**src/rtl/uart_byte_rx.sv**
```systemverilog
// 8N1 UART receiver with 16x oversampling, 2-of-3 majority vote per bit,
// level-valid/ack byte handshake, framing-error pulse and sticky overrun.
module uart_byte_rx #(
    parameter int CLK_FREQ = 50000000,
    parameter int BAUD     = 115200
) (
    input  logic       clk,
    input  logic       rst,
    input  logic       mosi,
    input  logic       rd,
    output logic [7:0] rx_data,
    output logic       rok,
    output logic       frame_err,
    output logic       overrun,
    output logic       busy
);
    localparam int DIV_RAW = (CLK_FREQ + BAUD * 8) / (BAUD * 16);
    localparam int DIV     = (DIV_RAW < 1) ? 1 : DIV_RAW;
    localparam int TCW     = (DIV > 1) ? $clog2(DIV) : 1;
    localparam logic [TCW-1:0] TC_MAX = TCW'(DIV - 1);

    typedef enum logic [2:0] {IDLE, START, DATA, STOP, BRK} state_t;

    state_t         state, state_nx;
    logic           s1, rxs;
    logic [TCW-1:0] tc;
    logic [3:0]     sc;
    logic [2:0]     bc;
    logic           v_a, v_b;
    logic [7:0]     sr;

    logic tick, start_det, vote_now, wrap, vote, byte_done, fe_now;

    always_ff @(posedge clk or posedge rst) begin
        if (rst) begin
            s1  <= 1'b1;
            rxs <= 1'b1;
        end else begin
            s1  <= mosi;
            rxs <= s1;
        end
    end

    assign tick      = (tc == TC_MAX);
    assign start_det = (state == IDLE) && !rxs;
    // Samples land on the 7th, 8th and 9th tick of each bit, centred on mid-bit.
    assign vote_now  = tick && (sc == 4'd8);
    assign wrap      = tick && (sc == 4'd15);
    assign vote      = (v_a & v_b) | (v_a & rxs) | (v_b & rxs);
    assign byte_done = (state == STOP) && vote_now && vote;
    assign fe_now    = (state == STOP) && vote_now && !vote;

    // State register
    always_ff @(posedge clk or posedge rst) begin
        if (rst) state <= IDLE;
        else     state <= state_nx;
    end

    // Next-state logic
    always_comb begin
        state_nx = state;
        unique case (state)
            IDLE:  if (!rxs) state_nx = START;
            START: begin
                if (vote_now && vote) state_nx = IDLE;
                else if (wrap)        state_nx = DATA;
            end
            DATA:  if (wrap && (bc == 3'd7)) state_nx = STOP;
            // Leave at the stop-bit vote so the next start edge finds us idle.
            STOP:  if (vote_now) state_nx = vote ? IDLE : BRK;
            BRK:   if (rxs) state_nx = IDLE;
            default: state_nx = IDLE;
        endcase
    end

    // Output logic
    always_comb begin
        busy = (state != IDLE);
    end

    always_ff @(posedge clk or posedge rst) begin
        if (rst) begin
            tc  <= '0;
            sc  <= '0;
            bc  <= '0;
            v_a <= 1'b0;
            v_b <= 1'b0;
            sr  <= '0;
        end else begin
            if (start_det || tick) tc <= '0;
            else                   tc <= tc + TCW'(1);

            if (start_det) sc <= '0;
            else if (tick) sc <= sc + 4'd1;

            if (state == START && wrap)     bc <= '0;
            else if (state == DATA && wrap) bc <= bc + 3'd1;

            if (tick && sc == 4'd6) v_a <= rxs;
            if (tick && sc == 4'd7) v_b <= rxs;

            if (state == DATA && vote_now) sr <= {vote, sr[7:1]};
        end
    end

    always_ff @(posedge clk or posedge rst) begin
        if (rst) begin
            rx_data   <= '0;
            rok       <= 1'b0;
            frame_err <= 1'b0;
            overrun   <= 1'b0;
        end else begin
            frame_err <= fe_now;
            if (byte_done) rx_data <= sr;

            if (byte_done)      rok <= 1'b1;
            else if (rd && rok) rok <= 1'b0;

            // A same-cycle ack consumes the old byte, so that case is not an overrun.
            if (byte_done && rok && !rd) overrun <= 1'b1;
            else if (rd && rok)          overrun <= 1'b0;
        end
    end
endmodule
```
**config.mk**
```make
export PLATFORM = sky130hd
export DESIGN_NAME = uart_byte_rx
export DESIGN_NICKNAME = d
export VERILOG_FILES = /design/src/rtl/uart_byte_rx.sv
export SDC_FILE = /design/constraint.sdc
export NUM_CORES = 1
export LEC_CHECK = 0
export CAP_MARGIN = 25
export CORE_ASPECT_RATIO = 0.8
export CORE_MARGIN = 3
export CORE_UTILIZATION = 46
export DETAILED_ROUTE_END_ITERATION = 12
export HOLD_SLACK_MARGIN = 0.03
export PLACE_DENSITY = 0.69
export SLEW_MARGIN = 25
export SYNTH_ARGS = -nofsm -noshare
export SYNTH_HDL_FRONTEND = slang
export SYNTH_SLANG_ARGS = --single-unit
```
**constraint.sdc**
```tcl
create_clock -name clk -period 1.7 [get_ports clk]
set_input_delay 0.17 -clock clk [delete_from_list [all_inputs] [get_ports clk]]
set_output_delay 0.17 -clock clk [all_outputs]
set_load 0.01 [all_outputs]
```
# [Word level (Yosys, flattened, before mapping)]
# Index checks and enable logic that the tools add are counted.
[word_totals] register_bits=38 latch_bits=0 mem_bits_rw=0 mem_bits_ro=0 inputBits=4 output_inout_bits=12 mem_count=0
[classes] addsub=3 n_mul=0 n_div=0 magnitude_cmp=0 n_eq_ne=15 n_shift=0 n_mux=16 bitwise_logic=5 n_reduce_logical=27
[ops] operator="$mux 3" n=9
[ops] operator="$logic_and 1x1->1" n=16
[ops] operator="$pmux 3 s5" n=1
[ops] operator="$eq 4x3->1 const B" n=2
[ops] operator="$eq 4x4->1 const B" n=2
[ops] operator="$mux 4" n=2
[ops] operator="$ne 2x2->1 const B" n=4
[ops] operator="$reduce_bool 2->1" n=4
[ops] operator="$eq 3x2->1 const B" n=2
[ops] operator="$eq 3x3->1 const B" n=2
[ops] operator="$add 5x1->5 const B" n=1
[ops] operator="$eq 5x5->1 const B" n=1
[ops] operator="$mux 5" n=1
[ops] operator="$reduce_and 5->1" n=1
[ops] operator="$add 4x1->4 const B" n=1
[ops] operator="$add 3x1->3 const B" n=1
[ops] operator="$and 1x1->1" n=3
[ops] operator="$eq 3x1->1 const B" n=1
[ops] operator="$logic_not 1->1" n=3
[ops] operator="$logic_not 3->1" n=1
[ops] operator="$mux 1" n=3
[ops] operator="$ne 3x3->1 const B" n=1
[ops] operator="$reduce_bool 3->1" n=1
[ops] operator="$or 1x1->1" n=2
[ops] operator="$logic_or 1x1->1" n=1

# [Logic depth before layout (Yosys ltp)]
[depth] word_depth=7 ltp_mapped=8 ltp_nobuf=6

# [Worst setup path after synthesis]
# OpenSTA, ideal clock, no wires.
[synth_path] path_kind="flip-flop to flip-flop" startpoint="register tc[0]" endpoint="register rx_data[0]" setup_time_ns=0.125 t_arrival_ns=1.712 t_required_ns=1.575 path_slack_ns=-0.137 stages_incl_launch_ff=9 synth_period_minus_slack_ns=1.837 path_cell_list="dfrtp_1 > inv_1 > ha_1 > and4b_1 > buf_4 > nand3_2 > or3_1 > buf_6 > mux2_4"
[synth_between] elab_chain_len=4
[synth_lines] element="start: declaration" line_no="26" source="logic [TCW-1:0] tc;"
[synth_lines] element="start signal: assignment" line_no="91" source="else tc <= tc + TCW'(1);"
[synth_lines] element="$eq 5x5->1" line_no="44" source="assign tick = (tc == TC_MAX);"
[synth_lines] element="$logic_and 1x1->1" line_no="47" source="assign vote_now = tick && (sc == 4'd8);"
[synth_lines] element="$logic_and 1x1->1 (2 in series)" line_no="50" source="assign byte_done = (state == STOP) && vote_now && vote;"
[synth_lines] element="end signal: assignment" line_no="114" source="if (byte_done) rx_data <= sr;"
[synth_lines] element="end: declaration" line_no="11" source="output logic [7:0] rx_data,"
# No other way between the ends.
# A chain may end at the register's enable or synchronous reset.

# [Final worst setup path]
[layout_path] startpoint="register tc[0]" endpoint="register rx_data[6]"
# The elaborated chain is that of the path after synthesis.

==> flow_metrics.py <==
metrics = {
    "timing": {
        "tightest_slew_ns": 0.468,
        "relSlewSlack": 0.688,
        "fin_worst_skew_ns": 0.00394,
        "fmax_ghz": 0.545,
        "finalSetupTns_ns": -1.25,
        "period_share": 1.08,
        "timing.final.ws_setup_ns": -0.134,
        "finalSetupViolations": 17,
        "worst_hold_slack_ns": 0.284,
        "rsz0062_at_grt": "yes",
        "hold_viol": 0,
        "min_period_ns": 1.83,
        "maxSlewViolCount": 0,
    },
    "clock_tree": {
        "cts_buffer_depth": 2,
        "cts_tree": "built",
        "cts-buffers-inserted": 5,
        "clk_latency_ns": 0.29,
        "cts-htree-levels": 2,
        "clock-sinks": 38,
        "cts_hold_buf": 0,
        "ctsRootBufferMaster": "clkbuf_8",
        "clkTransAtPathRegs_ns": 0.07,
    },
    "yosys": {
        "syn_area_um2": 1740,
        "synthCells": 144,
        "synth_edf_count": 0,
        "yosys_warnings": 0,
        "synthArstFlopShare": 1.00,
        "synth.avg_cell_area_um2": 12.1,
        "synth_seq_cells": 38,
        "synthTopCellsByArea": "dfrtp_1, mux2_4, mux2_2",
        "ys.flop_type": "dfrtp_1",
        "synth_nets": 155,
        "synth_top_cell_area_share": 0.517,
        "yosys.area.top_type": "dfrtp_1",
        "synth_common_cells": "dfrtp_1, nand2_1, nor2_1, mux2_2, mux2_4",
        "yosysSeqAreaShare": 0.547,
        "synth.distinct_cells": 36,
        "synth_most_common_cell": "dfrtp_1",
    },
    "setup_path": {
        "worstPathMaxFanout": 5,
        "worstPathRequired_ns": 1.87,
        "r2r_slack_ns": -0.13,
        "worst_setup_path_start_kind": "register",
        "slowest_stage": "dfrtp_1",
        "critPathMaxStageDelay_ns": 0.38,
        "arrival_ns": 2.01,
        "path_class": "register to register",
        "worstPathCellList": "inv_1 -> ha_1 -> and4b_1 -> nand3_2 -> or3_4 -> buf_6 -> mux2_4",
        "crit_path_end_kind": "register",
    },
    "global_route": {
        "grt_max_degree": 39,
        "antenna_found_initial": 0,
        "grt_pass1_wl_um": 5740,
        "grt_pass1_vias": 1226,
        "overflow": 0,
        "grt_usage": 0.171,
    },
    "placement": {
        "io_buffers": 15,
        "gp_congestion": 0.884,
        "dp.final_hpwl_um": 2270,
    },
    "floorplan": {
        "dieHeight_um": 61.1,
        "io_pins": 16,
        "core.rowCount": 19,
        "start_util": 0.492,
        "core-area_um2": 3540,
        "fp.dieW_um": 74.8,
        "dieArea_um2": 4570,
    },
    "cells_and_area": {
        "area_growth_pct": 35.8,
        "fin_nets": 204,
        "drive_above_1_share": 0.381,
        "diodes": 0,
    },
    "route": {
        "ant_nets": 0,
        "dr.pass1.iters": 4,
        "drc": 0,
        "drtIter0Drc": 67,
        "num_vias": 1228,
        "finalWirelength_um": 3410,
        "via_per_inst": 5.20,
        "wire_per_inst_um": 14.4,
    },
    "outcome": {
        "status": "finished, violations left",
        "violations": "negative setup slack",
    },
    "run": {
        "maxCapViolations": 0,
    },
    "power_and_ir_drop": {
        "ir_drop_v": 0.000681,
        "leakagePower_nw": 1.14,
        "p_per_area_nw_per_um2": 790,
    },
    "worst_hold_path": {
        "min-delay-path-class": "input pin to register",
    },
}
-- cells in the final DEF (no fill, tap or decap), drive strengths merged, types with 3 or more instances in the layout --
master	count
nand3	5
o21ai	3
buf	32
nor2	13
clkbuf	6
mux2	18
a21oi	5
ha	7
nand2	14
nor3b	3
xor2	4
clkdlybuf4s50	14
dfrtp	36
inv	7
-- path summary, 6_finish.rpt --
kind / startpoint / to / cells past startpoint
max in group asynchronous: rst / state[0] / 3
max reg2reg: tc[0] / rx_data[6] / 7
min in group asynchronous: rst / sr[6] / 3
min: mosi / s1 / 1
max: tc[0] / rx_data[6] / 7
min reg2reg: s1 / rxs / 0
-- sequential cells by signal, indices dropped and copies added, names as in the netlist, 3 cells and up --
signal   cells
rx_data      8
sr           8
tc           5
sc           4
bc           3
state        3
-- routing by layer --
metal | part of all wire | global-route usage
met5 | 0 | 0
met2 | 0.50 | 0.257
met3 | 0.035 | 0.0604
met1 | 0.46 | 0.238
met4 | 0.0032 | 0.0431
-- cell type report --
class	count	area, µm²
fillers	250	1170
flip-flops and latches	38	956
multi-input cells	94	777
repair buffers	47	413
clock buffers	6	82.6
clock inverters	2	60.1
well taps	42	52.6
inverters	7	26.3
-- stage by stage --
step / setup WS, ns / utilization / area (µm²) / instances / total power, mW
finish: -0.134 / 0.668 / 2370 / 236 / 1.87
global route: -0.175 / 0.668 / 2370 / 236 / 1.93
CTS: -0.108 / 0.657 / 2330 / 234 / 1.89
detailed placement: -0.156 / 0.590 / 2090 / 220 / 0.958
global placement: -0.117 / 0.590 / 2090 / 220 / 0.956
floorplan: -0.130 / - / 1750 / 144 / 0.941
-- cells by family after synthesis --
logic type                 after synthesis  synth area share
and+or+nand+nor                         46             0.135
DFF                                     38             0.547
muxes                                   18             0.134
AOI/OAI and AO/OA                       17            0.0639
buffers and inverters                   12            0.0388
adders and majority gates                8            0.0567
xor gates and xnor gates                 5            0.0251
-- power by group --
part / internal (mW) / switching (mW)
logic: 0.00942 / 0.0204
registers: 0.908 / 0.00107
clock network: 0.626 / 0.307
-- repair_timing --
item	4_1_cts	5_1_grt
buffers inserted	5	2
gates cloned	1	0
pin swaps	2	3
gates resized for setup	12	7
endpoints found under the setup margin	17	26
-- worst max-delay path: cells and delay by family (launching register included) --
| kind | cells | cell delay (ns) |
|---|---|---|
| buf+inv | 2 | 0.21 |
| simple gates | 3 | 0.69 |
| flops | 1 | 0.38 |
| fa+ha+maj | 1 | 0.15 |
| mux | 1 | 0.29 |
No activity file was read; power rests on OpenSTA's default activity.
